--- src/rtl/trisc_bus_pkg.sv ---
// Shared types and constants for the TRISC memory-bus arbiter.
//
// Contents:
//   arb_state_e       - arbiter FSM states (IDLE=0, GRANT=1, ACCESS=2, DONE=3)
//   DefAw / DefDw     - default address / data widths
//   REQ_FETCH/LS/IO   - requester slot indices
//   IdxW/WaitW/HoldW  - widths of the owner index, wait counter and hold counter
//   next_ptr()        - round-robin successor of a requester index
package trisc_bus_pkg;

  typedef enum logic [1:0] {
    StIdle   = 2'd0,
    StGrant  = 2'd1,
    StAccess = 2'd2,
    StDone   = 2'd3
  } arb_state_e;

  localparam int unsigned DefAw = 8;
  localparam int unsigned DefDw = 16;

  localparam int unsigned REQ_FETCH = 0;
  localparam int unsigned REQ_LS    = 1;
  localparam int unsigned REQ_IO    = 2;

  // Owner index is exposed as a 2-bit port, so it supports up to four requesters.
  localparam int unsigned IdxW  = 2;
  localparam int unsigned WaitW = 3;
  localparam int unsigned HoldW = 4;

  // (idx + 1) mod nreq without a divider.
  function automatic logic [IdxW-1:0] next_ptr(input logic [IdxW-1:0] idx,
                                               input int unsigned     nreq);
    if (32'(idx) + 32'd1 >= nreq) begin
      return '0;
    end
    return idx + IdxW'(1);
  endfunction

endpackage

--- src/rtl/trisc_rr_picker.sv ---
// Combinational round-robin winner selection for the TRISC bus arbiter.
//
// The search starts at ptr_i and moves upward modulo NReq; the first requester with its
// request bit set wins.
//
// Build option: define TRISC_ARB_FETCH_PRIORITY_EN to make requester 0 (instruction fetch)
// win every arbitration in which it requests, regardless of ptr_i.
//
// Ports:
//   req_i      - request vector
//   ptr_i      - round-robin start index
//   win_oh_o   - one-hot winner (all zero when nothing requests)
//   win_idx_o  - encoded winner index (0 when nothing requests)
//   any_req_o  - at least one request is pending
module trisc_rr_picker
  import trisc_bus_pkg::*;
#(
  parameter int unsigned NReq = 3
) (
  input  logic [NReq-1:0] req_i,
  input  logic [IdxW-1:0] ptr_i,
  output logic [NReq-1:0] win_oh_o,
  output logic [IdxW-1:0] win_idx_o,
  output logic            any_req_o
);

  localparam int unsigned SelW = (NReq > 1) ? $clog2(NReq) : 1;

  always_comb begin
    logic        found;
    int unsigned k;
    win_oh_o  = '0;
    win_idx_o = '0;
    found     = 1'b0;
    k         = 0;
    for (int unsigned i = 0; i < NReq; i++) begin
      k = (32'(ptr_i) + i) % NReq;
      if (!found && req_i[SelW'(k)]) begin
        found                = 1'b1;
        win_oh_o[SelW'(k)]   = 1'b1;
        win_idx_o            = IdxW'(k);
      end
    end
`ifdef TRISC_ARB_FETCH_PRIORITY_EN
    // Fetch overrides the rotation whenever it is asking.
    if (req_i[REQ_FETCH]) begin
      win_oh_o            = '0;
      win_oh_o[REQ_FETCH] = 1'b1;
      win_idx_o           = IdxW'(REQ_FETCH);
    end
`endif
  end

  assign any_req_o = |req_i;

endmodule

--- src/rtl/trisc_bus_arbiter.sv ---
// Arbiter for the single-ported TRISC memory bus.
//
// Three requesters (0 = instruction fetch, 1 = load/store, 2 = I/O/DMA) share the memory
// through a req/grant/done handshake. A round-robin FSM (IDLE -> GRANT -> ACCESS -> DONE)
// registers the owner's address, write enable and write data, holds mem_en for
// WAIT_CYCLES+1 cycles, captures read data and pulses done for one cycle. An owner holding
// lock may chain further beats directly from DONE back to GRANT, limited to HOLD_MAX beats
// while anybody else is waiting.
//
// All state changes on the falling edge of CLK; CLR is an asynchronous active-low reset.
// Outputs decode only from registers, so there is no combinational path from req.
//
// Build option: TRISC_ARB_FETCH_PRIORITY_EN (see trisc_rr_picker) gives fetch absolute
// priority at every arbitration.
//
// Ports:
//   CLK, CLR              - clock (falling-edge active), async active-low reset
//   req, lock             - per-requester request level / burst hold
//   addr_i, we_i, wdata_i - packed per-requester address, write enable, write data
//   grant, done           - one-hot owner / one-cycle completion pulse
//   rdata                 - read data, held until the next completed read
//   mem_en, mem_we        - memory enable / write enable
//   mem_addr, mem_wdata   - registered address / write data
//   mem_rdata             - memory read data
//   busy, owner           - FSM not idle / encoded current or last owner
module trisc_bus_arbiter
  import trisc_bus_pkg::*;
#(
  parameter int unsigned NREQ        = 3,
  parameter int unsigned AW          = DefAw,
  parameter int unsigned DW          = DefDw,
  parameter int unsigned WAIT_CYCLES = 1,
  parameter int unsigned HOLD_MAX    = 4
) (
  input  logic              CLK,
  input  logic              CLR,
  input  logic [NREQ-1:0]   req,
  input  logic [NREQ-1:0]   lock,
  input  logic [NREQ*AW-1:0] addr_i,
  input  logic [NREQ-1:0]   we_i,
  input  logic [NREQ*DW-1:0] wdata_i,
  output logic [NREQ-1:0]   grant,
  output logic [NREQ-1:0]   done,
  output logic [DW-1:0]     rdata,
  output logic              mem_en,
  output logic              mem_we,
  output logic [AW-1:0]     mem_addr,
  output logic [DW-1:0]     mem_wdata,
  input  logic [DW-1:0]     mem_rdata,
  output logic              busy,
  output logic [1:0]        owner
);

  arb_state_e       state_q, state_d;
  logic [IdxW-1:0]  rr_ptr_q, rr_ptr_d;
  logic [IdxW-1:0]  owner_q, owner_d;
  logic [WaitW-1:0] wait_cnt_q, wait_cnt_d;
  logic [HoldW-1:0] hold_cnt_q, hold_cnt_d;
  logic [AW-1:0]    addr_q, addr_d;
  logic             we_q, we_d;
  logic [DW-1:0]    wdata_q, wdata_d;
  logic [DW-1:0]    rdata_q, rdata_d;

  // Owner-indexed views of the request inputs.
  logic [NREQ-1:0]  owner_oh;
  logic [AW-1:0]    sel_addr;
  logic             sel_we;
  logic [DW-1:0]    sel_wdata;
  logic             sel_lock;
  logic             sel_req;
  logic             others_req;

  always_comb begin
    owner_oh   = '0;
    sel_addr   = '0;
    sel_we     = 1'b0;
    sel_wdata  = '0;
    sel_lock   = 1'b0;
    sel_req    = 1'b0;
    others_req = 1'b0;
    for (int unsigned i = 0; i < NREQ; i++) begin
      if (owner_q == IdxW'(i)) begin
        owner_oh[i] = 1'b1;
        sel_addr    = addr_i[i*AW +: AW];
        sel_we      = we_i[i];
        sel_wdata   = wdata_i[i*DW +: DW];
        sel_lock    = lock[i];
        sel_req     = req[i];
      end else begin
        others_req = others_req | req[i];
      end
    end
  end

  // On leaving DONE the pointer moves past the owner before the new search, so the
  // picker sees the updated pointer in the same cycle.
  logic [IdxW-1:0] pick_ptr;
  logic [NREQ-1:0] win_oh;
  logic [IdxW-1:0] win_idx;
  logic            any_req;

  assign pick_ptr = (state_q == StDone) ? next_ptr(owner_q, NREQ) : rr_ptr_q;

  trisc_rr_picker #(
    .NReq(NREQ)
  ) u_picker (
    .req_i    (req),
    .ptr_i    (pick_ptr),
    .win_oh_o (win_oh),
    .win_idx_o(win_idx),
    .any_req_o(any_req)
  );

  // Burst continues while the owner holds lock+req; once it has used HOLD_MAX beats it
  // must yield if someone else is waiting.
  logic hold_below;
  logic extend;

  assign hold_below = 32'(hold_cnt_q) < (HOLD_MAX - 32'd1);
  assign extend     = sel_lock & sel_req & (hold_below | ~others_req);

  always_comb begin
    state_d    = state_q;
    rr_ptr_d   = rr_ptr_q;
    owner_d    = owner_q;
    wait_cnt_d = wait_cnt_q;
    hold_cnt_d = hold_cnt_q;
    addr_d     = addr_q;
    we_d       = we_q;
    wdata_d    = wdata_q;
    rdata_d    = rdata_q;

    unique case (state_q)
      StIdle: begin
        if (any_req) begin
          owner_d = win_idx;
          state_d = StGrant;
        end
      end

      StGrant: begin
        addr_d     = sel_addr;
        we_d       = sel_we;
        wdata_d    = sel_wdata;
        wait_cnt_d = WaitW'(WAIT_CYCLES);
        state_d    = StAccess;
      end

      StAccess: begin
        if (wait_cnt_q != '0) begin
          wait_cnt_d = wait_cnt_q - WaitW'(1);
        end else begin
          if (!we_q) begin
            rdata_d = mem_rdata;
          end
          state_d = StDone;
        end
      end

      StDone: begin
        if (extend) begin
          if (hold_cnt_q != '1) begin
            hold_cnt_d = hold_cnt_q + HoldW'(1);
          end
          state_d = StGrant;
        end else begin
          rr_ptr_d   = pick_ptr;
          hold_cnt_d = '0;
          if (any_req) begin
            owner_d = win_idx;
            state_d = StGrant;
          end else begin
            state_d = StIdle;
          end
        end
      end

      default: state_d = StIdle;
    endcase
  end

  always_ff @(negedge CLK or negedge CLR) begin
    if (!CLR) begin
      state_q    <= StIdle;
      rr_ptr_q   <= '0;
      owner_q    <= '0;
      wait_cnt_q <= '0;
      hold_cnt_q <= '0;
      addr_q     <= '0;
      we_q       <= 1'b0;
      wdata_q    <= '0;
      rdata_q    <= '0;
    end else begin
      state_q    <= state_d;
      rr_ptr_q   <= rr_ptr_d;
      owner_q    <= owner_d;
      wait_cnt_q <= wait_cnt_d;
      hold_cnt_q <= hold_cnt_d;
      addr_q     <= addr_d;
      we_q       <= we_d;
      wdata_q    <= wdata_d;
      rdata_q    <= rdata_d;
    end
  end

  // win_oh is not needed here; grant is rebuilt from the registered owner instead.
  logic unused_win_oh;
  assign unused_win_oh = ^win_oh;

  assign busy      = (state_q != StIdle);
  assign grant     = busy ? owner_oh : '0;
  assign done      = (state_q == StDone) ? owner_oh : '0;
  assign mem_en    = (state_q == StAccess);
  assign mem_we    = mem_en & we_q;
  assign mem_addr  = addr_q;
  assign mem_wdata = wdata_q;
  assign rdata     = rdata_q;
  assign owner     = owner_q;

endmodule

--- config.mk ---
export PLATFORM = sky130hd
export DESIGN_NAME = trisc_bus_arbiter
export DESIGN_NICKNAME = d
export VERILOG_FILES = /design/src/rtl/trisc_bus_pkg.sv /design/src/rtl/trisc_rr_picker.sv /design/src/rtl/trisc_bus_arbiter.sv
export SDC_FILE = /design/constraint.sdc
export NUM_CORES = 1
export LEC_CHECK = 0
export ABC_AREA = 1
export CORE_AREA = 4 4 97 99
export DETAILED_ROUTE_END_ITERATION = 10
export DIE_AREA = 0 0 101 103
export GPL_TIMING_DRIVEN = 0
export PLACE_DENSITY = 0.84
export SYNTH_ARGS = -nofsm -noshare
export SYNTH_HDL_FRONTEND = slang
export SYNTH_HIERARCHICAL = 1
export SYNTH_SLANG_ARGS = --single-unit
--- constraint.sdc ---
create_clock -name CLK -period 2.5 [get_ports CLK]
set_input_delay 0.375 -clock CLK [delete_from_list [all_inputs] [get_ports CLK]]
set_output_delay 0.375 -clock CLK [all_outputs]
set_load 0.01 [all_outputs]
==> results of run 1 <==
sequential cells by signal (all words and copies together) (netlist names):
signal      flops
rr_ptr_q        2
rdata          16
we_q            1
mem_addr        8
owner           2
state_q         2
wait_cnt_q      3
mem_wdata      16
hold_cnt_q      4
worst min-delay path by stage:
stage / to / cells past startpoint
4_1_cts: rdata[2] / 1
3_3_place_gp: rr_ptr_q[0] / 2
5_1_grt: rdata[13] / 1
3_5_place_dp: rdata[2] / 1
2_1_floorplan: rr_ptr_q[0] / 2
6_report: rdata[1] / 1
metrics by stage:
stage / worst slack [ns] / hold slack, ns / total power, W / util / TNS [ns]
after floorplan: -0.0183 / 0.419 / 0.00353 / - / -0.0914
after global placement: -1.75 / 0.435 / 0.00488 / 0.548 / -106.31
after detailed placement: -0.636 / 0.454 / 0.00501 / 0.550 / -12.75
after CTS: -0.411 / 0.450 / 0.00550 / 0.554 / -3.98
after global routing: -0.484 / 0.460 / 0.00612 / 0.569 / -4.89
final: -0.426 / 0.447 / 0.00562 / 0.569 / -3.85
power by group:
part	switching, W	internal (W)
Sequential	0.000216	0.00133
Clock	0.000295	0.000298
Combinational	0.00193	0.00155
layout make-up:
cell class / count / share of cell area
multi-input cells: 263 / 0.320
clock inverters: 3 / 0.00926
plain buffers: 17 / 0.0175
inverters: 35 / 0.0280
repair buffers: 170 / 0.305
well taps: 108 / 0.0278
flip-flops and latches: 54 / 0.278
clock buffers: 5 / 0.0142
layer usage:
layer	share of wire	up-vias	track usage
met3	0.079	10	0.0386
met2	0.50	123	0.334
met1	0.41	1526	0.237
met4	0.014	0	0.0501
li1	-	1590	-
met5	0	-	0
placed cells by master, fill, tap and decap left out, drive strengths merged, types with 16 or more instances in the layout:
cell type	count
a21oi	24
nor2	36
clkdlybuf4s50	91
a31oi	21
nand3	44
inv	35
mux2	16
dfrtn	54
buf	82
nand2	85
what timing repair did:
item | CTS | global route
endpoints found under the hold margin | 0 | 0
pin swaps | 3 | 4
resized for setup | 222 | 26
setup buffers | 16 | 5
endpoints found under the setup margin | 60 | 41
critical path: cells and delay by family, from the launching register on:
| family | cells | cell delay (ns) |
|---|---|---|
| buffers and inverters | 3 | 0.29 |
| adder cells (fa/ha/maj) | 1 | 0.14 |
| AND/OR/NAND/NOR | 1 | 0.11 |
| flip-flops | 1 | 0.45 |
==> summary.txt, run 1 <==
Cells and area
  • Synth-to-layout area growth: 60.6%
  • Inserted Diodes: 0
  • Post-route cell area: 4860 sq um
  • Area of the multi-input gates: 1560 sq um
  • FILL cells: 742
  • Share of layout cells above drive strength 1: 0.265
  • Layout Cells excl Fill: 655
  • Register area: 1350 sq um
  • # nets final: 656

Yosys
  • Syn Inst Count: 369
  • Synth warn: 6
  • Mean Syn Cell Area: 8.21 sq um
  • Cell Area, Synth: 3030 sq um
  • Post-Syn Nets: 479

Pwr
  • Maximum vdd drop: 0.571 mV
  • Leak: 2.21 nW
  • Pwr dens: 1160 nW/um^2

GRT
  • Gr usage total: 0.189
  • First-pass GRT wire length: 15700 um
  • Vias in the first global route: 3227
  • Largest net degree at the start of global routing: 40
  • Gr ovfl total: 0
  • Initial antenna violation count: 0

Placed design
  • PortBufs: 149
  • Dpl hpwl: 7630 um
  • DP Area: 4700 sq um
  • Gpl congestion: 0.961
  • Placed insts: 627

STA
  • Setup WS post-layout: -0.426 ns
  • Worst Skew: 0.00456 ns
  • Worst Max-Slew Pin Slew: 0.549 ns
  • Max Slew Vio Count: 0
  • Relative slew slack: 0.634
  • Final hold vios: 0
  • Setup-failing EPs final: 13
  • RSZ-0062 raised after global routing: yes

Worst hold path
  • Min-delay worst type: reg2reg
  • Worst Min Path Start: rdata[1]

Setup path
  • Max incr delay on CP: 0.45 ns
  • CP cell instances: buf_4 > ha_4 > inv_4 > nor2_4 > buf_6
  • Worst setup path start: state_q[1]
  • Reg2reg start: state_q[1]
  • FF-to-FF setup slack: 0.17 ns
  • Worst Setup End Kind: primary output
  • RR Endpoint: owner[0]
  • Critical Path Fanout Max: 8
  • WP data required: 2.12 ns
  • WS Path Type: reg2out
  • CP startpoint kind: flop
  • Worst reg2reg path depth: 16
  • Critical Path End: done[2]
  • Crit path arrival time: 2.55 ns
  • Slowest stage cell, crit path: dfrtn_1

Detailed routing
  • First-pass DRT Iterations: 4
  • Vias/cell: 4.96
  • WL per Instance: 15.3 um
  • # DRC: 0
  • Initial DRC Count: 108
  • Drt total wl: 10000 um
  • Via count: 3249
  • Routed Antenna Nets: 0

Clock tree
  • Clock transition at path regs: 0.07 ns
  • Root Buffer: clkbuf_8
  • Clock sink count: 54
  • # hold bufs at CTS: 0
  • Max Root-Sink Buffers: 2
  • TritonCTS buffer count: 5
  • Clk_lat worst skew: 0.30 ns
  • CTS tree: yes
  • CTS H-tree lvls: 2

Status
  • Status: complete, but fails checks
  • Violated checks: setup timing

Job
  • Max Cap Viol: 0

Die
  • Row cnt: 34
  • I/O pin total: 150
  • Die Ht: 103 um
  • Core area: 8550 sq um
  • Die area: 10400 sq um
  • Initial Util: 0.354
  • Die width: 101 um
(Power assumes the default switching activity.)
==> inputs of run 2 (changes only) <==
--- a/config.mk
+++ b/config.mk
@@ -11,6 +11,7 @@
 export DIE_AREA = 0 0 101 103
 export GPL_TIMING_DRIVEN = 0
 export PLACE_DENSITY = 0.84
+export SLEW_MARGIN = 20
 export SYNTH_ARGS = -nofsm -noshare
 export SYNTH_HDL_FRONTEND = slang
 export SYNTH_HIERARCHICAL = 1
==> run 2 against run 1 <==
The run still ends with setup timing left. Cell area increased by 1.2%. Final cell count up 0.76%. Global-route usage is 0.38 points higher. Clock power is essentially flat. Clock skew down 0.00072 ns. Utilization grew 0.67 points. Total power increased by 1.7%. Sequential share of layout area fell by 0.33 points. Count of clock-buffer cells in the layout unchanged. First-iteration DRC count decreased by 4.6%. Via count up 0.83%. Combinational power rose by 2%. Highest routed layer unchanged.
==> summary.txt, run 2 (synthesis results as in run 1) <==
Detailed routing
  • Initial DRC Count: 103
  • # DRC: 0
  • Routed Antenna Nets: 0
  • Drt total wl: 10200 um
  • WL per Instance: 15.4 um
  • Via count: 3276
  • Vias/cell: 4.96
  • First-pass DRT Iterations: 4

Job
  • Max Cap Viol: 0

Pwr
  • Pwr dens: 1160 nW/um^2
  • Maximum vdd drop: 0.525 mV
  • Leak: 2.26 nW

Status
  • Status: complete, but fails checks
  • Violated checks: setup timing

Setup path
  • Critical Path Fanout Max: 5
  • WS Path Type: reg2out
  • Worst Setup End Kind: primary output
  • CP startpoint kind: flop
  • CP cell instances: buf_6 > inv_6 > ha_4 > nor2_2 > buf_2
  • Crit path arrival time: 2.55 ns
  • FF-to-FF setup slack: 0.10 ns
  • Largest delay contributor family on the critical path: flip-flops
  • Max incr delay on CP: 0.44 ns
  • Worst Path Buf+Inv: 3
  • Slowest stage cell, crit path: dfrtn_1
  • WP data required: 2.12 ns

Placed design
  • DP Area: 4690 sq um
  • Dpl hpwl: 7560 um
  • PortBufs: 149
  • Pre-CTS WS: -0.636 ns
  • Placed insts: 626
  • Gpl congestion: 0.961

STA
  • TNS Setup: -3.96 ns
  • Final hold vios: 0
  • Worst Skew: 0.00384 ns
  • Worst Max-Slew Pin Slew: 0.695 ns
  • Setup-failing EPs final: 14
  • Setup WS post-layout: -0.422 ns
  • Relative slew slack: 0.537
  • Max Slew Vio Count: 0
  • RSZ-0062 raised after global routing: yes

GRT
  • Gr usage total: 0.193
  • Vias in the first global route: 3265
  • Largest net degree at the start of global routing: 55
  • Gr ovfl total: 0
  • First-pass GRT wire length: 16100 um
  • Initial antenna violation count: 0

Clock tree
  • # hold bufs at CTS: 0
  • Root Buffer: clkbuf_8
  • CTS H-tree lvls: 2
  • Clk_lat worst skew: 0.30 ns
  • Max Root-Sink Buffers: 2
  • TritonCTS buffer count: 5
  • CTS tree: yes
  • Clock sink count: 54
  • Clock transition at path regs: 0.07 ns

Die
  • I/O pin total: 150
  • Die area: 10400 sq um
  • Initial Util: 0.354
  • Core area: 8550 sq um
  • Die width: 101 um
  • Die Ht: 103 um
  • Row cnt: 34

Cells and area
  • Most common cell after layout, fill and taps aside: clkdlybuf4s50_1
  • FILL cells: 761
  • Most frequent cells in the layout: 91 x clkdlybuf4s50_1, 77 x nand2_1, 54 x dfrtn_1
  • Synth-to-layout area growth: 62.5%
  • # nets final: 661
  • Inserted Diodes: 0
  • Post-route cell area: 4920 sq um
  • Share of layout cells above drive strength 1: 0.270
  • Layout Cells excl Fill: 660

Worst hold path
  • Min-delay worst type: reg2reg
run 2: changes by cell type in the layout (fill, tap and decap cells not counted), moves of 2 or more:
cell,delta
buf_2,-3
buf_4,+4
buf_6,+5
dlymetal6s2s_1,+2
inv_6,+2
o21ai_1,-2
run 2: timing repair:
item	CTS	global route
pin swaps	4	1
setup buffers	19	7
setup endpoints to repair	60	52
gates resized for setup	233	15
run 2: stage by stage:
| step | utilization | hold slack [ns] | total power, W |
|---|---|---|---|
| final | 0.575 | 0.449 | 0.00571 |
| after global routing | 0.575 | 0.453 | 0.00622 |
| after CTS | 0.561 | 0.449 | 0.00558 |
| after detailed placement | 0.548 | 0.451 | 0.00500 |
| after global placement | 0.548 | 0.435 | 0.00488 |
| after floorplan | - | 0.419 | 0.00353 |
run 2: worst paths after layout:
check                      startpoint           end  cells past startpoint
setup reg to reg           state_q[0]      owner[0]                     17
min in group asynchronous         CLR      rdata[4]                      1
setup / recovery           state_q[1]      grant[2]                      5
hold / removal               rdata[3]      rdata[3]                      1
hold reg to reg              rdata[3]      rdata[3]                      1
max in group asynchronous         CLR  mem_wdata[6]                      1
run 2: layout make-up:
type	count	area [sq um]	area share
multi-input cells	263	1550	0.314
clock buffers	5	68.8	0.0140
well taps	108	135	0.0275
flip-flops and latches	54	1350	0.275
plain buffers	17	85.1	0.0173
clock inverters	3	45.0	0.00916
inverters	35	144	0.0292
repair buffers	175	1550	0.314
run 2: power breakdown:
part | internal (W) | switching (W)
combinational | 0.00161 | 0.00195
sequential | 0.00133 | 0.000227
clock | 0.000298 | 0.000296
total | 0.00324 | 0.00248
run 2: worst register-to-register path: stages (launching register included):
cell and delay, ns:
dfrtn_1 0.45, buf_6 0.13, ha_4 0.16, inv_6 0.06, o21ai_0 0.32, inv_1 0.12
ha_1 0.30, buf_4 0.16, inv_2 0.06, nand2_1 0.05, nand3_1 0.06, nand2_1 0.07
nand3_1 0.07, nand2_1 0.06, inv_2 0.04, nand2_1 0.04, inv_1 0.04, o21ai_1 0.06
run 2: metal layers:
metal / track usage / wire, um / vias to the layer above
met5: 0 / 0 / -
met4: 0.0460 / 127 / 0
met3: 0.0399 / 734 / 8
met2: 0.337 / 5050 / 115
met1: 0.247 / 4250 / 1553
li1: - / - / 1600
==> inputs of run 3 (changes only) <==
--- a/config.mk
+++ b/config.mk
@@ -6,11 +6,11 @@
 export NUM_CORES = 1
 export LEC_CHECK = 0
 export ABC_AREA = 1
-export CORE_AREA = 4 4 97 99
+export CORE_AREA = 4 4 92 94
 export DETAILED_ROUTE_END_ITERATION = 10
-export DIE_AREA = 0 0 101 103
+export DIE_AREA = 0 0 96 98
 export GPL_TIMING_DRIVEN = 0
-export PLACE_DENSITY = 0.84
+export PLACE_DENSITY = 0.89
 export SLEW_MARGIN = 20
 export SYNTH_ARGS = -nofsm -noshare
 export SYNTH_HDL_FRONTEND = slang
==> constraint.sdc (replaced) <==
create_clock -name CLK -period 2.8 [get_ports CLK]
set_input_delay 0.42 -clock CLK [delete_from_list [all_inputs] [get_ports CLK]]
set_output_delay 0.42 -clock CLK [all_outputs]
set_load 0.01 [all_outputs]
==> run 3 against run 2 <==
The flow still finishes with violations (setup timing). Sequential power shrank 12%. Critical path type unchanged. Critical endpoint is now done[0]. Highest routed layer unchanged. Register-to-register slack gained 0.06 ns. Non-clock buffer count fell by 1. Global-route usage rose by 1.9 points. Sequential share of layout area rose by 0.56 points. Clock power down 9.9%. Clock skew rose by 0.0016 ns. Cell area is 2.0% lower.
==> summary.txt, run 3 (synthesis results as in run 1) <==
Status
  • Status: complete, but fails checks
  • Violated checks: setup timing

Pwr
  • Int Power: 0.00283 W
  • Switch Pwr: 0.00219 W
  • Switching part of the total power: 0.436
  • Clk pwr share: 0.107
  • Sequential group share of total power: 0.275
  • Maximum vdd drop: 0.547 mV
  • Pwr dens: 1040 nW/um^2
  • Total Power: 0.00502 W
  • Leak: 2.21 nW
  • Logic pwr share: 0.618

Placed design
  • PortBufs: 149
  • Pre-CTS WS: -0.588 ns
  • Gpl congestion: 0.922
  • Dpl hpwl: 7470 um
  • Placed insts: 620
  • DP Area: 4660 sq um

Cells and area
  • Inserted Diodes: 0
  • FILL cells: 665
  • Synth-to-layout area growth: 59.2%
  • Most common cell after layout, fill and taps aside: clkdlybuf4s50_1
  • Register area: 1350 sq um
  • Area of the multi-input gates: 1520 sq um
  • Layout Cells excl Fill: 653
  • # nets final: 660
  • Most frequent cells in the layout: 94 x clkdlybuf4s50_1, 79 x nand2_1, 54 x dfrtn_1
  • Share of layout cells above drive strength 1: 0.256
  • Post-route cell area: 4820 sq um

Clock tree
  • Clock sink count: 54
  • CTS H-tree lvls: 2
  • # hold bufs at CTS: 0
  • Clock transition at path regs: 0.07 ns
  • CTS tree: yes
  • Clk_lat worst skew: 0.31 ns
  • Root Buffer: clkbuf_8
  • Max Root-Sink Buffers: 2
  • TritonCTS buffer count: 5

Setup path
  • WP data required: 2.38 ns
  • Crit path arrival time: 2.78 ns
  • Largest delay contributor family on the critical path: flip-flops
  • Critical Path End: done[0]
  • Critical Path Fanout Max: 4
  • RR Endpoint: owner[1]
  • Reg2reg start: state_q[1]
  • Slowest stage cell, crit path: dfrtn_1
  • Worst Setup End Kind: primary output
  • CP startpoint kind: flop
  • WS Path Type: reg2out
  • Worst path depth: 5
  • Worst reg2reg path depth: 18
  • CP cell instances: buf_6 > ha_4 > clkinvlp_4 > nor2_2 > buf_2
  • Max incr delay on CP: 0.43 ns
  • Worst Path Buf+Inv: 3
  • Worst setup path start: state_q[1]
  • FF-to-FF setup slack: 0.16 ns

GRT
  • Gr usage total: 0.212
  • GRT met1 Usage: 0.243
  • Gr ovfl total: 0
  • Met2 usage in global routing: 0.370
  • First-pass GRT wire length: 15900 um
  • Initial antenna violation count: 0
  • Busiest grt layer: met2
  • Vias in the first global route: 3375
  • Met3 usage: 0.0524
  • Largest net degree at the start of global routing: 55

Die
  • Die Ht: 98 um
  • Core area: 7650 sq um
  • Die width: 96 um
  • I/O pin total: 150
  • Initial Util: 0.396
  • Row cnt: 32
  • Die area: 9410 sq um

Detailed routing
  • # DRC: 0
  • First-pass DRT Iterations: 4
  • Routed Antenna Nets: 0
  • Vias/cell: 5.05
  • Initial DRC Count: 95
  • WL per Instance: 15.5 um
  • Drt total wl: 10100 um
  • Via count: 3300

Worst hold path
  • Min-delay worst type: reg2reg
  • Hold Path Depth: 2

STA
  • Setup WS post-layout: -0.404 ns
  • Relative slew slack: 0.534
  • RSZ-0062 raised after global routing: yes
  • Final hold vios: 0
  • Max Slew Vio Count: 0
  • Worst Skew: 0.00539 ns
  • Setup-failing EPs final: 10
  • Worst Max-Slew Pin Slew: 0.699 ns

Job
  • Max Cap Viol: 0
## run 3: cell count changes in the layout (fill, tap and decap cells not counted), sizes merged
cell,change
clkinvlp,+1
inv,-1
dlymetal6s2s,-3
clkdlybuf4s50,+3
buf,-32
clkdlybuf4s15,+3
clkbuf,+28
## run 3: how the worst min path moves through the flow
stage / startpoint / to / slack [ns]
floorplan: rr_ptr_q[0] / rr_ptr_q[0] / 0.42
global placement: rr_ptr_q[0] / rr_ptr_q[0] / 0.44
detailed placement: rr_ptr_q[1] / rr_ptr_q[1] / 0.44
CTS: rr_ptr_q[1] / rr_ptr_q[1] / 0.44
global route: rdata[6] / rdata[6] / 0.47
finish: rr_ptr_q[1] / rr_ptr_q[1] / 0.44
## run 3: layout make-up
type                            instances  area share
Multi-Input combinational cell        263       0.314
Timing Repair Buffer                  174       0.308
Sequential cell                        54       0.280
Inverter                               35      0.0301
Tap cell                              102      0.0265
Buffer                                 17      0.0176
Clock buffer                            5      0.0143
Clock inverter                          3     0.00934
## run 3: tightest hold or removal path: cells and delay by family (launching register included)
kind             cells  cell delay (ns)
AND/OR/NAND/NOR      1             0.05
flip-flops           1             0.41
AO/OA/AOI/OAI        1             0.06
## run 3: what timing repair did
item                                    CTS  global route
setup buffers                            14            11
endpoints found under the setup margin   55            53
resized for setup                       158            44
pin swaps                                 9             2
## run 3: metal layers
layer / up-vias / routed length (um) / share of wire
met5: - / 0 / 0
met3: 24 / 843 / 0.083
met2: 130 / 5040 / 0.50
met4: 0 / 303 / 0.030
met1: 1552 / 3950 / 0.39
li1: 1594 / - / -
## run 3: stage by stage
stage / setup TNS [ns] / hold WS (ns) / utilization
detailed placement: -8.76 / 0.440 / 0.610
floorplan: -0.0217 / 0.419 / -
global route: -3.41 / 0.474 / 0.630
global placement: -97.72 / 0.436 / 0.610
finish: -2.78 / 0.438 / 0.630
CTS: -2.79 / 0.443 / 0.643
## run 3: power groups by stage
| stage | sequential [W] | combinational, W | clock [W] |
|---|---|---|---|
| finish | 0.00138 | 0.00310 | 0.000535 |
| global route | 0.00143 | 0.00344 | 0.000585 |
| CTS | 0.00139 | 0.00310 | 0.000549 |
| detailed placement | 0.00142 | 0.00302 | 0 |
| global placement | 0.00139 | 0.00293 | 0 |
| floorplan | 0.00154 | 0.00159 | 0 |
